===== src/rtl/seg_scanner_if.sv =====
// Display scanner bus: character register and enable in, multiplexed
// digit/segment drives and frame strobe out.
interface seg_scanner_if;
   logic [63:0] display_i;
   logic        en;
   logic [7:0]  an_o;
   logic [7:0]  seg_o;
   logic        frame_o;

   modport master (
      output display_i, en,
      input  an_o, seg_o, frame_o
   );

   modport slave (
      input  display_i, en,
      output an_o, seg_o, frame_o
   );
endinterface


===== src/rtl/seg_scanner.sv =====
// Eight-digit multiplexed seven-segment scanner with per-digit blanking,
// frame-coherent character snapshot and registered active-low drives.
module seg_scanner #(
   parameter int DIV       = 50000,
   parameter int BLANK_CYC = 1000
) (
   input  logic          clk,
   input  logic          rstn,
   seg_scanner_if.slave  bus
);

   localparam int MAXC = (DIV > BLANK_CYC) ? DIV : BLANK_CYC;
   localparam int CW   = $clog2(MAXC + 1);
   localparam logic [CW-1:0] DIV_LAST   = CW'(DIV - 1);
   localparam logic [CW-1:0] DIV_PRE    = CW'(DIV - 2);
   localparam logic [CW-1:0] BLANK_LAST = CW'(BLANK_CYC - 1);

   typedef enum logic [1:0] {IDLE, BLANK, SHOW} state_t;

   state_t        state_reg;
   logic [2:0]    idx_reg;
   logic [CW-1:0] cnt_reg;
   logic [63:0]   snap_reg;
   logic [7:0]    an_reg;
   logic [7:0]    seg_reg;
   logic          frame_reg;

   logic [7:0]    snap_byte [8];
   logic [2:0]    idx_next;
   logic [7:0]    next_byte;

   generate
      for (genvar gi = 0; gi < 8; gi++) begin : g_bytes
         assign snap_byte[gi] = snap_reg[8*gi +: 8];
      end
   endgenerate

   // Digit 0 is always shown from the byte being captured on that same edge.
   assign idx_next = idx_reg + 3'd1;
   assign next_byte = (idx_next == 3'd0) ? bus.display_i[7:0] : snap_byte[idx_next];

   function automatic logic [7:0] decode(input logic [7:0] b);
      logic [3:0] nib;
      logic       hex;
      logic [7:0] pat;
      hex = 1'b1;
      nib = b[3:0];
      pat = 8'h80;
      if (b <= 8'h0F || (b >= 8'h30 && b <= 8'h39))
         nib = b[3:0];
      else if ((b >= 8'h41 && b <= 8'h46) || (b >= 8'h61 && b <= 8'h66))
         nib = b[3:0] + 4'd9;
      else
         hex = 1'b0;
      if (hex) begin
         case (nib)
            4'h0: pat = 8'h3F;  4'h1: pat = 8'h06;  4'h2: pat = 8'h5B;  4'h3: pat = 8'h4F;
            4'h4: pat = 8'h66;  4'h5: pat = 8'h6D;  4'h6: pat = 8'h7D;  4'h7: pat = 8'h07;
            4'h8: pat = 8'h7F;  4'h9: pat = 8'h6F;  4'hA: pat = 8'h77;  4'hB: pat = 8'h7C;
            4'hC: pat = 8'h39;  4'hD: pat = 8'h5E;  4'hE: pat = 8'h79;  default: pat = 8'h71;
         endcase
      end else if (b == 8'h2D) begin
         pat = 8'h40;
      end else if (b == 8'h20) begin
         pat = 8'h00;
      end
      return pat;
   endfunction

   always_ff @(posedge clk or negedge rstn) begin
      if (!rstn) begin
         state_reg <= IDLE;
         idx_reg   <= 3'd0;
         cnt_reg   <= '0;
         snap_reg  <= 64'h0F0F0F0F0F0F0F0F;
         an_reg    <= 8'hFF;
         seg_reg   <= 8'hFF;
         frame_reg <= 1'b0;
      end else if (!bus.en) begin
         state_reg <= IDLE;
         idx_reg   <= 3'd0;
         cnt_reg   <= '0;
         an_reg    <= 8'hFF;
         seg_reg   <= 8'hFF;
         frame_reg <= 1'b0;
      end else begin
         case (state_reg)
            IDLE: begin
               idx_reg   <= 3'd0;
               cnt_reg   <= '0;
               snap_reg  <= bus.display_i;
               frame_reg <= 1'b0;
               if (BLANK_CYC == 0) begin
                  state_reg <= SHOW;
                  an_reg    <= 8'hFE;
                  seg_reg   <= ~decode(bus.display_i[7:0]);
               end else begin
                  state_reg <= BLANK;
                  an_reg    <= 8'hFF;
                  seg_reg   <= 8'hFF;
               end
            end
            BLANK: begin
               if (cnt_reg == BLANK_LAST) begin
                  state_reg <= SHOW;
                  cnt_reg   <= '0;
                  an_reg    <= ~(8'b1 << idx_reg);
                  seg_reg   <= ~decode(snap_byte[idx_reg]);
                  frame_reg <= (DIV == 1) && (idx_reg == 3'd7);
               end else begin
                  cnt_reg <= cnt_reg + CW'(1);
               end
            end
            SHOW: begin
               if (cnt_reg == DIV_LAST) begin
                  idx_reg <= idx_next;
                  cnt_reg <= '0;
                  if (idx_next == 3'd0)
                     snap_reg <= bus.display_i;
                  if (BLANK_CYC == 0) begin
                     state_reg <= SHOW;
                     an_reg    <= ~(8'b1 << idx_next);
                     seg_reg   <= ~decode(next_byte);
                     frame_reg <= (DIV == 1) && (idx_next == 3'd7);
                  end else begin
                     state_reg <= BLANK;
                     an_reg    <= 8'hFF;
                     seg_reg   <= 8'hFF;
                     frame_reg <= 1'b0;
                  end
               end else begin
                  cnt_reg   <= cnt_reg + CW'(1);
                  // Raise the strobe so it is high exactly during the final SHOW cycle of digit 7.
                  frame_reg <= (DIV >= 2) && (idx_reg == 3'd7) && (cnt_reg == DIV_PRE);
               end
            end
            default: begin
               state_reg <= IDLE;
               an_reg    <= 8'hFF;
               seg_reg   <= 8'hFF;
               frame_reg <= 1'b0;
            end
         endcase
      end
   end

   assign bus.an_o    = an_reg;
   assign bus.seg_o   = seg_reg;
   assign bus.frame_o = frame_reg;

endmodule


===== src/flat_wrapper.sv =====
// flat-port wrapper written by rule: the top's interface ports become plain ports
module seg_scanner_flat 
#(
   parameter int DIV       = 50000,
   parameter int BLANK_CYC = 1000
)
  (clk, rstn, bus_display_i, bus_en, bus_an_o, bus_seg_o, bus_frame_o);
  seg_scanner_if bus_i ();
  input  logic clk;
  input  logic rstn;
  input wire logic [$bits(bus_i.display_i)-1:0] bus_display_i;
  input wire logic [$bits(bus_i.en)-1:0] bus_en;
  output wire logic [$bits(bus_i.an_o)-1:0] bus_an_o;
  output wire logic [$bits(bus_i.seg_o)-1:0] bus_seg_o;
  output wire logic [$bits(bus_i.frame_o)-1:0] bus_frame_o;
  assign bus_i.display_i = bus_display_i;
  assign bus_i.en = bus_en;
  assign bus_an_o = bus_i.an_o;
  assign bus_seg_o = bus_i.seg_o;
  assign bus_frame_o = bus_i.frame_o;
  seg_scanner #(.DIV(DIV), .BLANK_CYC(BLANK_CYC)) u_core (.clk(clk), .rstn(rstn), .bus(bus_i));
endmodule

===== config.mk =====
export PLATFORM = sky130hd
export DESIGN_NAME = seg_scanner_flat
export DESIGN_NICKNAME = d
export VERILOG_FILES = /design/src/rtl/seg_scanner_if.sv /design/src/rtl/seg_scanner.sv /design/src/flat_wrapper.sv
export SDC_FILE = /design/constraint.sdc
export NUM_CORES = 1
export LEC_CHECK = 0
export BUFFER_PORTS_ARGS = -buffer_cell sky130_fd_sc_hd__buf_2
export CAP_MARGIN = 30
export CORE_MARGIN = 2
export CORE_UTILIZATION = 62
export DETAILED_ROUTE_END_ITERATION = 10
export HOLD_SLACK_MARGIN = 0.08
export MAX_ROUTING_LAYER = met4
export PLACE_DENSITY = 0.86
export REMOVE_ABC_BUFFERS = 1
export SLEW_MARGIN = 20
export SYNTH_ARGS = -nofsm -noshare
export SYNTH_HDL_FRONTEND = slang
export SYNTH_SLANG_ARGS = --single-unit

===== constraint.sdc =====
create_clock -name clk -period 8.8 [get_ports clk]
set_input_delay 1.32 -clock clk [delete_from_list [all_inputs] [get_ports clk]]
set_output_delay 1.32 -clock clk [all_outputs]
set_load 0.02 [all_outputs]

==> summary.txt <==
STA
  – Post-Route Setup TNS: 0 ns
  – Clk_skew: about 0.019 ns
  – Min cycle time layout: 4.52 ns
  – Worst-Margin Slew: between 0.8 and 0.9 ns
  – Setup violators final: 0
  – Fmax: 221 MHz
  – Post-route setup slack: between 4 and 5 ns
  – Final number of hold-violating endpoints: 0
  – Unrepaired setup endpoints after global routing: false
  – Slew Limit Fails: 0
  – Period utilisation layout: 0.514
  – Slew headroom: 0.405

Route
  – Via Count: around 4000
  – Routed WL: between 10 and 15 mm
  – DR DRC count: 0
  – DR vias/cell: slightly above 6
  – DRT iter0 DRCs: between 200 and 300
  – ANT nets after route: 0
  – DR WL/cell: between 15 and 20 microns
  – Pre-antenna DRT Iters: 5

Synthesis
  – Synth top area share: 0.243
  – Warnings, synthesis: 0
  – Most frequent cell after synthesis: mux2_2
  – Post-synth EDFFs: 0
  – Main area contributors after synthesis: dfrtp_1 (24%), dfstp_2 (23%), mux2_2 (14%), mux4_1 (6.6%), ha_1 (4.5%)
  – Synth Register Bits: 102
  – Post-synthesis cell count: 464
  – Netlist Area Pre-Place: 5560 sq um
  – Post-synth ARST share: 1.00
  – Synth cell types: 67
  – Primary FF master, synth: dfrtp_1
  – Post-synthesis average cell area: approximately 12 sq um
  – Register area share after synthesis: 0.470
  – Synth area leader: dfrtp_1
  – Synth cell count leaders: mux2_2 (67), dfrtp_1 (54), dfstp_2 (48), nor2_1 (35), nand2_1 (32)

Floorplanning
  – Core Area: about 8700 sq um
  – Die Wd: 98.7 microns
  – Die Y: 98.7 microns
  – Row cnt: 34
  – Initial Utilization: 0.637
  – Die area: 9740 sq um
  – # IOs: 84

Critical path
  – Worst Setup Start Kind: flop
  – Worst EP arrival: between 4 and 5 ns
  – CP endpoint kind: flop
  – CP Class: flop to flop
  – CP Data Required Time: just over 9 ns
  – Worst Path Max Fanout: 14

Cells and area
  – Largest register FFs: 64
  – Fraction of final layout cells sized beyond drive strength 1: 0.440
  – Area growth, synth to finish: 12.5%
  – Fillers: approximately 600
  – Total Nets Final: 630

Placement
  – IO buf count: 83
  – Setup WS pre-CTS: ~4.1 ns
  – Post-DP HPWL: roughly 8.4 mm
  – RD Place Congestion: about 0.96

Power and ir drop
  – Sw Pwr: ~730 uW
  – Leakage dissipation: about 2.6 nW
  – Internal power: 1.24 mW
  – Comb pwr share: 0.442
  – Sw frac: 0.371
  – Sequential share of power: 0.396
  – Clock Power Share: 0.162
  – Peak supply drop: between 0.15 and 0.2 mV
  – PwrDens: around 320 nW/um^2

GRT
  – Largest net degree at the start of global routing: 65
  – Global-route wire length before repair: between 20 and 25 mm
  – M1 GR Usage: 0.348
  – Vias in the first global route: a little over 4000
  – M3 GR Usage: 0.0426
  – Remaining Overflow, GRT: 0
  – Met2 Use GR: 0.423
  – Global Route Usage Sum: 0.266
  – Initial antenna violation count: 1
  – GRT busiest layer: met2

Clock network
  – CTS root buffer: clkbuf_8
  – Post-cts resize count: 0
  – Max clock buf depth: 2
  – H-tree depth: 3
  – CTS tree: yes
  – Post-CTS Hold Fix Bufs: 0
  – Clock transition at path regs: between 0.1 and 0.15 ns
  – Post-CTS Setup Bufs: 0
  – Clk_lat worst skew: 0.38 ns
  – TritonCTS buffer count: 9
  – # clock sinks: slightly above 100

Status
  – Outcome: completed

Run
  – Max Cap Viol: 0

Min path
  – Type of the worst min-delay path: flop to flop
[path summary, 6_finish.rpt]
path	from	to	slack [ns]	depth (start not counted)
setup / recovery	u_core.idx_reg[0]	u_core.bus.seg_o[5]	4.28	14
hold / removal	u_core.bus.an_o[4]	u_core.bus.an_o[4]	0.51	2
setup reg to reg	u_core.idx_reg[0]	u_core.bus.seg_o[5]	4.28	14
hold reg to reg	u_core.bus.an_o[4]	u_core.bus.an_o[4]	0.51	2
max in group asynchronous	rstn	u_core.snap_reg[46]	6.74	2
min in group asynchronous	rstn	u_core.snap_reg[23]	0.88	1
[power groups by stage]
stage	Combinational, mW	Sequential [mW]	Clock, mW
2_1_floorplan	0.663	0.760	0
3_3_place_gp	0.814	0.773	0
3_5_place_dp	0.854	0.789	0
4_1_cts	0.857	0.779	0.325
5_1_grt	0.947	0.803	0.347
6_report	0.873	0.782	0.321
[routing by layer]
metal  vias up  part of all wire
met5         -                 0
met2       134              0.50
li1       1874                 -
met4         0             0.019
met3        17             0.049
met1      1972              0.44
[stage by stage]
step,area (sq um),total power [mW],cells,utilization,hold slack [ns]
CTS,6240,1.96,655,0.716,0.507
global route,6250,2.10,657,0.717,0.531
global placement,6010,1.59,638,0.690,0.482
floorplan,5430,1.42,444,-,0.459
finish,6250,1.98,657,0.717,0.507
detailed placement,6030,1.64,639,0.691,0.491
[final cells by class]
class	count	area, sq um	share of cell area
antenna	1	2.50	0.000400
clock buffer	9	124	0.0198
inverter	12	45.0	0.00720
clock inverter	7	88.8	0.0142
tap	108	135	0.0216
multi-input combinational	330	2780	0.445
sequential	102	2610	0.418
timing repair buffer	88	460	0.0736
[placed cells by master (no fill, tap or decap), types with 3 or more instances in the layout]
cell,instances
buf_2,82
mux2_2,67
dfrtp_1,54
dfstp_2,48
nor2_1,35
nand2_1,32
o21ai_0,22
a21oi_1,20
ha_1,20
nand3_1,15
mux4_1,14
inv_1,11
clkbuf_8,9
nand4_1,8
and2_1,8
mux2i_1,5
and3_1,5
a31oi_1,5
nor2b_1,4
nor3_1,4
xor2_1,4
o31ai_1,4
buf_4,4
xnor2_1,3
nand2b_1,3
o32a_1,3
inv_8,3
[cells by family (layout without fill, tap and decap cells)]
kind of cell               after synthesis  count (layout)  synth area share
AOI/OAI and AO/OA                       84              84             0.102
xor gates and xnor gates                 7               7            0.0110
adders and majority gates               20              20            0.0450
buffers and inverters                   32             116            0.0308
DFF                                    102             102             0.470
muxes                                   91              91             0.228
other                                    0               1                 0
and+or+nand+nor                        128             128             0.114
[worst max-delay path: stages (launching register included)]
cell and delay, ns:
dfrtp_1 0.59, buf_8 0.24, mux4_1 0.60, mux2i_2 0.58
inv_1 0.31, ha_1 0.33, or3_4 0.43, o311a_4 0.18
xnor2_1 0.30, inv_1 0.09, ha_1 0.25, a221oi_1 0.25
a31oi_1 0.07, o311ai_0 0.11, a21oi_1 0.12
Power figures use the tool's default switching activity.
